`config.mk`:
```
export PLATFORM = sky130hd
export DESIGN_NAME = int_to_float32
export DESIGN_NICKNAME = d
export VERILOG_FILES = /design/src/rtl/int_to_float32.sv
export SDC_FILE = /design/constraint.sdc
export NUM_CORES = 1
export LEC_CHECK = 0
export ABC_AREA = 0
export CAP_MARGIN = 10
export CORE_AREA = 2 2 116 95
export CTS_CLUSTER_SIZE = 24
export DETAILED_ROUTE_END_ITERATION = 8
export DIE_AREA = 0 0 118 97
export DONT_BUFFER_PORTS = 1
export HOLD_SLACK_MARGIN = 0.03
export PLACE_DENSITY = 0.71
export SLEW_MARGIN = 20
export SYNTH_ARGS = -nofsm -noshare
export SYNTH_HDL_FRONTEND = slang
export SYNTH_SLANG_ARGS = --single-unit
```
`constraint.sdc`:
```
create_clock -name clk -period 2.5 [get_ports clk]
set_input_delay 0.625 -clock clk [delete_from_list [all_inputs] [get_ports clk]]
set_output_delay 0.625 -clock clk [all_outputs]
set_load 0.005 [all_outputs]
```
`src/rtl/int_to_float32.sv`:
```
// rtl/int_to_float32.sv - iterative 32-bit integer to IEEE-754 float32 encoder, start/done handshake.
// Define ITOF_RNE_EN for round-to-nearest-even; otherwise the fraction is truncated.
module int_to_float32 (
    input  logic        clk,
    input  logic        reset,
    input  logic        start,
    input  logic [31:0] src,
    input  logic        is_signed,
    output logic        busy,
    output logic        done,
    output logic [31:0] result,
    output logic [3:0]  flags
);

    typedef enum logic [1:0] {
        S_IDLE  = 2'd0,
        S_NORM  = 2'd1,
        S_ROUND = 2'd2,
        S_DONE  = 2'd3
    } state_t;

    state_t      r_state;
    state_t      w_state_nxt;

    logic        r_sign;
    logic [31:0] r_mag;
    logic [7:0]  r_exp;
    logic        r_busy;
    logic        r_done;
    logic [31:0] r_result;
    logic [3:0]  r_flags;

    logic        w_busy_nxt;
    logic        w_done_nxt;
    logic        w_sign;
    logic [31:0] w_mag;
    logic        w_mag_zero;
    logic [22:0] w_frac;
    logic        w_guard;
    logic        w_sticky;
    logic        w_round_up;
    logic        w_carry;
    logic [22:0] w_frac_rnd;
    logic [7:0]  w_exp_rnd;

    // Two's complement negate keeps 0x80000000 as its own magnitude.
    assign w_sign     = is_signed & src[31];
    assign w_mag      = w_sign ? (~src + 32'd1) : src;
    assign w_mag_zero = (w_mag == 32'd0);

    assign w_frac   = r_mag[30:8];
    assign w_guard  = r_mag[7];
    assign w_sticky = |r_mag[6:0];

`ifdef ITOF_RNE_EN
    assign w_round_up = w_guard & (w_sticky | w_frac[0]);
`else
    assign w_round_up = 1'b0;
`endif

    // An all-ones fraction wraps to zero and bumps the exponent; max exponent is 159.
    assign {w_carry, w_frac_rnd} = {1'b0, w_frac} + {23'd0, w_round_up};
    assign w_exp_rnd             = r_exp + {7'd0, w_carry};

    always_ff @(posedge clk or negedge reset) begin
        if (!reset) begin
            r_state <= S_IDLE;
        end else begin
            r_state <= w_state_nxt;
        end
    end

    always_comb begin
        w_state_nxt = r_state;
        case (r_state)
            S_IDLE: begin
                if (start) begin
                    w_state_nxt = w_mag_zero ? S_DONE : S_NORM;
                end
            end
            S_NORM: begin
                if (r_mag[31]) begin
                    w_state_nxt = S_ROUND;
                end
            end
            S_ROUND: w_state_nxt = S_DONE;
            S_DONE:  w_state_nxt = S_IDLE;
            default: w_state_nxt = S_IDLE;
        endcase
    end

    // Handshake outputs are computed from the next state so they can be registered.
    always_comb begin
        w_busy_nxt = 1'b0;
        w_done_nxt = 1'b0;
        case (w_state_nxt)
            S_IDLE:  w_busy_nxt = 1'b0;
            S_NORM:  w_busy_nxt = 1'b1;
            S_ROUND: w_busy_nxt = 1'b1;
            S_DONE: begin
                w_busy_nxt = 1'b1;
                w_done_nxt = 1'b1;
            end
            default: w_busy_nxt = 1'b0;
        endcase
    end

    always_ff @(posedge clk or negedge reset) begin
        if (!reset) begin
            r_busy <= 1'b0;
            r_done <= 1'b0;
        end else begin
            r_busy <= w_busy_nxt;
            r_done <= w_done_nxt;
        end
    end

    always_ff @(posedge clk or negedge reset) begin
        if (!reset) begin
            r_sign   <= 1'b0;
            r_mag    <= 32'd0;
            r_exp    <= 8'd0;
            r_result <= 32'd0;
            r_flags  <= 4'd0;
        end else begin
            case (r_state)
                S_IDLE: begin
                    if (start) begin
                        r_sign <= w_sign;
                        r_mag  <= w_mag;
                        r_exp  <= 8'd158;
                        if (w_mag_zero) begin
                            r_result <= 32'd0;
                            r_flags  <= 4'b0100;
                        end
                    end
                end
                S_NORM: begin
                    if (!r_mag[31]) begin
                        r_mag <= {r_mag[30:0], 1'b0};
                        r_exp <= r_exp - 8'd1;
                    end
                end
                S_ROUND: begin
                    r_result <= {r_sign, w_exp_rnd, w_frac_rnd};
                    r_flags  <= {r_sign, 1'b0, w_carry, w_guard | w_sticky};
                end
                default: begin
                    r_mag <= r_mag;
                end
            endcase
        end
    end

    assign busy   = r_busy;
    assign done   = r_done;
    assign result = r_result;
    assign flags  = r_flags;

endmodule

```
==> results of run 1 <==
[critical path, delay by kind of cell]
family / cells / cell delay [ns]
and+or+nand+nor: 5 / 1.43
AOI/OAI and AO/OA: 3 / 0.67
buffers and inverters: 2 / 0.36
[final cells by class]
type,count,area (um2)
multi-input cells,371,2476
inverters,12,45.04
repair buffers,77,668.1
flip-flops and latches,79,1977
clock inverters,6,67.56
well taps,140,175.2
clock buffers,10,239.0
fillers,921,4551
[final timing paths]
path | from | end | depth (start not counted)
min | reset | r_exp[2] | 1
min in group clk | src[0] | r_mag[0] | 2
min reg2reg | flags[2] | flags[2] | 2
max reg2reg | r_state[0] | result[14] | 9
max | src[10] | flags[0] | 10
max in group asynchronous | reset | r_mag[15] | 1
[cell families (layout without fill, tap and decap cells)]
logic type / after synthesis / in the layout / synth area share, %
buf+inv: 52 / 105 / 5.884
mux: 2 / 2 / 0.4674
xor+xnor: 33 / 33 / 6.351
compound gates: 153 / 153 / 22.90
simple gates: 180 / 180 / 20.32
fa+ha+maj: 2 / 2 / 0.5498
flops: 79 / 79 / 43.44
other cells: 1 / 1 / 0.08241
[sequential cells by signal, summed over array words and instances, names as in the netlist]
name / cells
busy: 1
r_state: 2
done: 1
r_exp: 8
flags: 3
r_sign: 1
r_mag: 32
result: 31
[power breakdown]
group          switching, mW  leakage, nW  internal [mW]  total (mW)
Combinational           1.02         1.25          0.788        1.81
Clock                  0.534        0.145          0.804        1.34
Sequential             0.436        0.978           1.82        2.26
[routing by layer]
layer	GRT usage, %	vias to the layer above	share of wire, %
met2	31.84	121	45
met1	30.99	1923	47
met4	8.156	0	1.8
li1	-	1872	-
met5	0	-	0
met3	5.130	20	5.9
[timing repair]
item	in CTS	in global routing
hold endpoints to repair	79	0
gates cloned	0	1
pin swaps	8	16
setup buffers	7	6
endpoints found under the setup margin	36	36
hold buffers	1	0
gates resized for setup	11	20
[layout by cell type, fill, tap and decap left out, drive strengths merged, types with 2 or more instances in the layout]
cell	synthesis	final
nand2	85	85
a31oi	13	13
nor2	29	29
buf	11	76
dfrtp	79	79
xnor2	25	25
o22ai	4	4
clkinv	0	2
or2	2	2
a21oi	18	18
o31ai	2	2
ha	2	2
or3	4	4
xor2	8	8
nor4	8	8
inv	12	13
o21ai	73	73
clkinvlp	0	2
or4	5	5
a22oi	29	29
clkbuf	29	11
nand2b	2	2
nor4b	5	5
nand4	3	3
nand3	8	8
and2	3	3
nor3	16	16
nor2b	4	4
a31o	2	2
[metrics by stage]
stage	utilization, %	TNS, ns	hold WS [ns]
5_1_grt	55.38	-15.37	0.2110
4_1_cts	53.70	-10.37	0.1876
2_1_floorplan	-	-16.91	0.3294
3_5_place_dp	49.27	-27.78	0.3317
6_report	55.38	-12.29	0.1793
3_3_place_gp	49.27	-27.97	0.3331
==> metrics, run 1 <==
arrival time at the worst endpoint 3.09 ns; Cell Pwr Density 957.2 nW/um2; synth cell count leaders 85 x nand2_1, 79 x dfrtp_1, 45 x o21ai_0; Placed Instances 664; worst vdd ir between 0.3 and 0.4 mV; PnR worst setup slack -0.3654 ns; Buffers on Ports 0; Crit. End Element flip-flop; first-pass GRT wire length 19.95 mm; P_leak 2.369 nW; Sink Count 79; Placed Area ~5000 um2; largest area contributor in the netlist dfrtp_1; Synth Instances 502; fmax between 0.3 and 0.4 GHz; Pwr Total about 5.4 mW; RePlAce Congestion around 0.93; Yosys top cell area share a little over two fifths; final instance area about 5600 um2; Remaining Overflow, GRT 0; FFs w/ async S/R, synth 100.0%; vias in the first global route about 3800; Worst-Margin Slew 0.5328 ns; synth warn 0; I/O pins 74; worst path cell trace or4_4 > nor4bb_1 > buf_4 > and2_4 > a21oi_4 > o32a_1 > nor4b_4 > buf_4 > nand4_1 > a31o_2; Worst-path clk slew 0.06 ns; Post-DP HPWL 8.711 mm; Initial Utilization 44.62%; core region area about 10000 um2; synth unique cells 62; syn_area_per_cell 9.065 um2; via/cell ratio 5.663; largest net degree at the start of global routing 80; Layout Cells excl Fill 695; CP Data Required Time between 2 and 3 ns; number of synthesized flops with an enable pin 0; Max-Slew Margin vs Limit 64.39%; diode count 0; initial antenna violation count 0; Tcrit/Tclk final 114.6%; Nets between 500 and 600; Max-Cap Viols 0; top_reg_cell synth dfrtp_1; Clock Latency Late Sink 0.34 ns; HP Class in -> async; top-count cell post-synth nand2_1; R2R setup slack about 0.35 ns; Clock Path Buffers 2; final setup skew 0.008664 ns; biggest area contributors in the synthesized netlist dfrtp_1 43%, nand2_1 7.0%, o21ai_2 5.2%; Startpoint Class primary input; Seq/Total Area, Yosys 43.44%; Die X-Extent 118 um; violated checks negative setup slack; Netlist Area Pre-Place about 4600 um2; Antenna Nets Post-Route 0; unrepaired setup endpoints after global routing true; CP Class in -> reg; Clk Tree Root Cell clkbuf_16; die area 11450 um2; Crit-path slowest cell or4_4; WL/cell 17.56 um; Area Growth Syn to Fin 24.11%; dpl ws -0.8277 ns; first drt pass iteration count 5; Final Setup Violations 36; DRC viols 0; fraction of layout instances using a drive strength above 1 29.73%; final hold vios 0; CTS buffer count 9; total wire length 12.20 mm; initial drt markers ~290; die height about 97 um; H-tree Lvls 3; CP most frequent cell buf_4; GRT Total Usage 21.70%; Max Slew Vio Count 0; final worst path period need 2.865 ns; cell row count 33; net count after synthesis 540; Vias 3936; Max FO, Critical Path 7; status complete, but fails checks; critical path's largest stage delay approximately 0.51 ns; CTS tree built; Yosys reg bits 79
Note: power is estimated with default switching activity, not from simulation.
==> run 2: changes to the inputs <==
CORE_AREA = 2 2 110 101   (was 2 2 116 95)
DIE_AREA = 0 0 112 103   (was 0 0 118 97)
PLACE_DENSITY = 0.7   (was 0.71)
==> run 2 against run 1 <==
Net effect: critical path depth unchanged; wire length is 1.5% lower; the run still ends with negative setup slack left; total power grew 1.5%; critical endpoint is now result[10]; sequential share of layout area is 0.47 points higher; core utilization is 2.5 points lower; clock power is 7% higher; sequential power about the same; largest power group unchanged; maximum frequency fell by 0.63%; global-route usage is 0.54 points lower; cell count fell by 3.3%; setup slack worse by 0.018 ns.
==> metrics, run 2 (synthesis gave the netlist of run 1 again) <==
status complete, but fails checks; violated checks negative setup slack; Largest register FFs 32; CTS tree built; final worst path period need 2.884 ns; Max-Slew Margin vs Limit between 50% and 60%; Crit. End Element flip-flop; delay-heaviest family, CP simple AND/OR/NAND/NOR gates; RePlAce Congestion 0.9082; Vias 3922; Post-DP HPWL 8.368 mm; cell row count 36; Nets approximately 570; Fill cells 940; diode count 0; worst path cell trace or4_4 > nor4bb_4 > buf_4 > and2_4 > a21oi_2 > o32a_1 > nor4b_4 > and4_4 > clkbuf_16 > o21ai_2; CP bufs+invs 2; arrival time at the worst endpoint 3.11 ns; Core Util, Final 52.87%; most frequent cells in the layout 83 x nand2_1, 79 x dfrtp_1, 52 x buf_4; CTS buffer count 9; Clk Tree Root Cell clkbuf_16; Placed Area 4996 um2; Remaining Overflow, GRT 0; worst vdd ir ~0.6 mV; largest net degree at the start of global routing 80; unrepaired setup endpoints after global routing true; Max-Cap Viols 0; HP Class in -> async; Clock Path Buffers 2; PnR worst setup slack -0.3835 ns; H-tree Lvls 3; core region area 10540 um2; WL/cell 17.88 um; Cell Pwr Density roughly 980 nW/um2; most common cell after layout, fill and taps aside nand2_1; Max Slew Vio Count 0; CP Class in -> reg; first-pass GRT wire length 19.47 mm; Pwr Total 5.487 mW; Die X-Extent between 100 and 150 um; fraction of layout instances using a drive strength above 1 27.64%; Antenna Nets Post-Route 0; P_leak 2.327 nW; I/O pins 74; Max FO, Critical Path 6; final setup skew 0.005610 ns; Initial Utilization ~43%; largest reg by FF count r_mag; GRT Total Usage roughly a fifth; Buffers on Ports 0; initial drt markers 407; die height about 100 um; FF-to-FF Start r_state[0]; final instance area roughly 5600 um2; Sink Count between 70 and 80; Startpoint Class primary input; Tcrit/Tclk final 115.3%; total wire length 12.01 mm; Crit-path slowest cell or4_4; fmax approximately 0.35 GHz; Worst-Margin Slew ~0.67 ns; final hold vios 0; Area Growth Syn to Fin 22.46%; CP startpoint src[13]; Hold WS 0.1804 ns; DRC viols 0; Clock Latency Late Sink 0.33 ns; first drt pass iteration count 4; via/cell ratio 5.836; critical path's largest stage delay 0.54 ns; die area 11540 um2; CP Data Required Time between 2 and 3 ns; initial antenna violation count 0; Worst-path clk slew 0.06 ns; Final Setup Violations 36; vias in the first global route 3858
## run 2: cell count changes in the layout (fill, tap and decap cells not counted), moves of 2 or more
cell	before	now
o22ai_4	2	0
inv_1	10	12
nor3_2	2	0
inv_2	2	0
buf_6	4	2
o22ai_2	1	3
a21oi_1	14	12
buf_4	68	52
a21oi_2	3	6
## run 2: path summary, 6_finish.rpt
check | end | slack [ns] | cells past startpoint
max in group asynchronous | r_mag[26] | 2.00 | 1
min in group clk | r_mag[3] | 0.48 | 2
worst min-delay path | result[27] | 0.18 | 1
worst max register to register | result[10] | 0.25 | 9
worst min register to register | r_sign | 0.50 | 2
worst max-delay path | result[10] | -0.38 | 10
## run 2: repair_timing
action	CTS	global route
buffers inserted	2	0
hold buffers	1	0
hold endpoints to repair	79	0
setup endpoints to repair	37	37
pin swaps	0	12
gates cloned	1	1
gates resized for setup	12	17
## run 2: through the flow
| step | instances | setup WS, ns | TNS [ns] |
|---|---|---|---|
| after global routing | 672 | -0.4575 | -15.56 |
| after floorplan | 502 | -0.5323 | -16.91 |
| final | 672 | -0.3835 | -12.65 |
| after detailed placement | 651 | -0.8463 | -29.96 |
| after CTS | 671 | -0.3533 | -10.95 |
| after global placement | 651 | -0.7576 | -26.68 |
## run 2: layout make-up
type                            instances  area (um2)  share of cell area [%]
Clock buffer                           10       239.0                   4.288
Clock inverter                          6       92.59                   1.661
Inverter                               12       45.04                  0.8083
Multi-Input combinational cell        371        2480                   44.50
Sequential cell                        79        1977                   35.47
Tap cell                              133       166.4                   2.986
Timing Repair Buffer                   61       573.1                   10.28
## run 2: layer usage
metal | wire, um | vias to the layer above | part of all wire (%) | GRT usage (%)
met4 | 216 | 0 | 1.8 | 7.974
met1 | 5291 | 1913 | 44 | 28.05
met2 | 5547 | 135 | 46 | 33.01
met3 | 958 | 20 | 8.0 | 6.526
met5 | 0 | - | 0 | 0
li1 | - | 1854 | - | -
## run 2: power by group
part	switching, mW	internal (mW)
clock network	0.538	0.907
logic	0.996	0.757
registers	0.468	1.82
==> run 3: changes to the inputs <==
SLEW_MARGIN = default   (was 20)
==> run 3 against run 2 <==
Net effect: the flow still finishes with violations (negative setup slack); core utilization is essentially flat; cell count is the same; global-route usage is the same; total power shrank 0.20%; sequential power is essentially flat.
==> metrics, run 3 (synthesis gave the netlist of run 1 again) <==
WL/cell around 18 um; first drt pass iteration count 4; Pwr Total 5.476 mW; Crit-path slowest cell or4_4; sequential power share 41.8%; vias in the first global route 3858; Nets 572; cell count of the worst reg-to-reg path 9; final setup skew between 0.004 and 0.005 ns; initial drt markers 406; Max-Slew Margin vs Limit about 22%; Clock Path Buffers 2; cell row count 36; Fill cells 941; via/cell ratio 5.833; largest reg by FF count r_mag; initial antenna violation count 0; most frequent cells in the layout 83 x nand2_1, 79 x dfrtp_1, 52 x buf_4; HP Class in -> async; CTS tree built; Max Slew Vio Count 0; CP bufs+invs 2; status complete, but fails checks; core region area approximately 11000 um2; violated checks negative setup slack; die height between 100 and 150 um; Area Growth Syn to Fin 22.35%; Sw Share a little over a third; power share of the combinational group 31.8%; fraction of layout instances using a drive strength above 1 27.64%; Placed Area roughly 5000 um2; Die X-Extent 112 um; CP Class in -> reg; Crit. End Element flip-flop; worst vdd ir 0.6126 mV; Final Setup Violations 36; final instance area roughly 5600 um2; total wire length 11.96 mm; CP Data Required Time 2.72 ns; I/O pins 74; Stages on worst setup path 10; internal power 3.481 mW; Clock Latency Late Sink about 0.33 ns; Largest register FFs 32; Sink Count 79; worst path cell trace or4_4 > nor4bb_4 > buf_4 > and2_4 > and2b_2 > mux2_4 > o32ai_4 > and4_4 > clkbuf_16 > o21ai_2; Startpoint Class primary input; PnR worst setup slack -0.3877 ns; power share of the clock group about a quarter; critical path's largest stage delay 0.54 ns; H-tree Lvls 3; unrepaired setup endpoints after global routing true; delay-heaviest family, CP simple AND/OR/NAND/NOR gates; final worst path period need 2.888 ns; Worst-path clk slew 0.06 ns; Max FO, Critical Path 6; CTS buffer count 9; final hold vios 0; Antenna Nets Post-Route 0; R2R setup slack around 0.25 ns; Psw 1.996 mW; Worst-Margin Slew 1.164 ns; worst r2r dst result[10]; most common cell after layout, fill and taps aside nand2_1; fmax 0.3463 GHz; arrival time at the worst endpoint ~3.1 ns; GRT Total Usage 21.15%; Max-Cap Viols 0; P_leak 2.324 nW; Buffers on Ports 0; Tcrit/Tclk final 115.5%; Clk Tree Root Cell clkbuf_16; Vias 3920; Setup TNS Final -12.78 ns; die area roughly 12000 um2; diode count 0; Post-DP HPWL 8.368 mm; largest net degree at the start of global routing 80; FF-to-FF Start r_state[0]; Remaining Overflow, GRT 0; Cell Pwr Density 983.6 nW/um2; first-pass GRT wire length 19.47 mm; RePlAce Congestion 0.9082; Initial Utilization 43.17%; DRC viols 0
==> run 3: stage by stage <==
step           hold WS, ns  worst slack [ns]  util (%)  cells
2_1_floorplan       0.3294           -0.5323         -    502
3_3_place_gp        0.3325           -0.7576     47.40    651
3_5_place_dp        0.3317           -0.8463     47.40    651
4_1_cts             0.1981           -0.3533     51.82    671
5_1_grt             0.2133           -0.4590     52.83    672
6_report            0.1741           -0.3877     52.83    672
==> run 3: power by group through the flow <==
stage	clock (mW)	sequential (mW)	combinational, mW
5_1_grt	1.52	2.36	1.97
3_3_place_gp	0	2.28	1.61
4_1_cts	1.46	2.29	1.73
6_report	1.45	2.29	1.74
3_5_place_dp	0	2.30	1.67
2_1_floorplan	0	2.13	1.33
==> run 3: area by class of cell <==
class	count	area [um2]	share of cell area, %
clock buffer	10	239.0	4.292
clock inverter	6	92.59	1.663
inverter	12	45.04	0.8090
multi-input combinational	371	2475	44.45
sequential	79	1977	35.51
tap	133	166.4	2.989
timing repair buffer	61	573.1	10.29
==> run 3: worst max-delay path by stage <==
stage	from	end	slack, ns
global route	src[13]	result[17]	-0.46
finish	src[13]	result[10]	-0.39
global placement	src[0]	result[1]	-0.76
detailed placement	src[0]	result[27]	-0.85
CTS	src[10]	result[24]	-0.35
floorplan	src[10]	result[22]	-0.53
==> run 3: layer usage <==
metal	share of wire, %	vias to the layer above	global-route usage, %
li1	-	1851	-
met1	44	1914	28.05
met2	46	139	33.01
met3	8.3	16	6.526
met4	1.6	0	7.974
met5	0	-	0
==> run 3: what timing repair did <==
| action | CTS | global route |
|---|---|---|
| endpoints found under the setup margin | 37 | 37 |
| resized for setup | 12 | 17 |
| setup buffers | 2 | 0 |
| hold buffers | 1 | 0 |
| gates cloned | 1 | 1 |
| pin swaps | 0 | 12 |
| hold endpoints to repair | 79 | 0 |
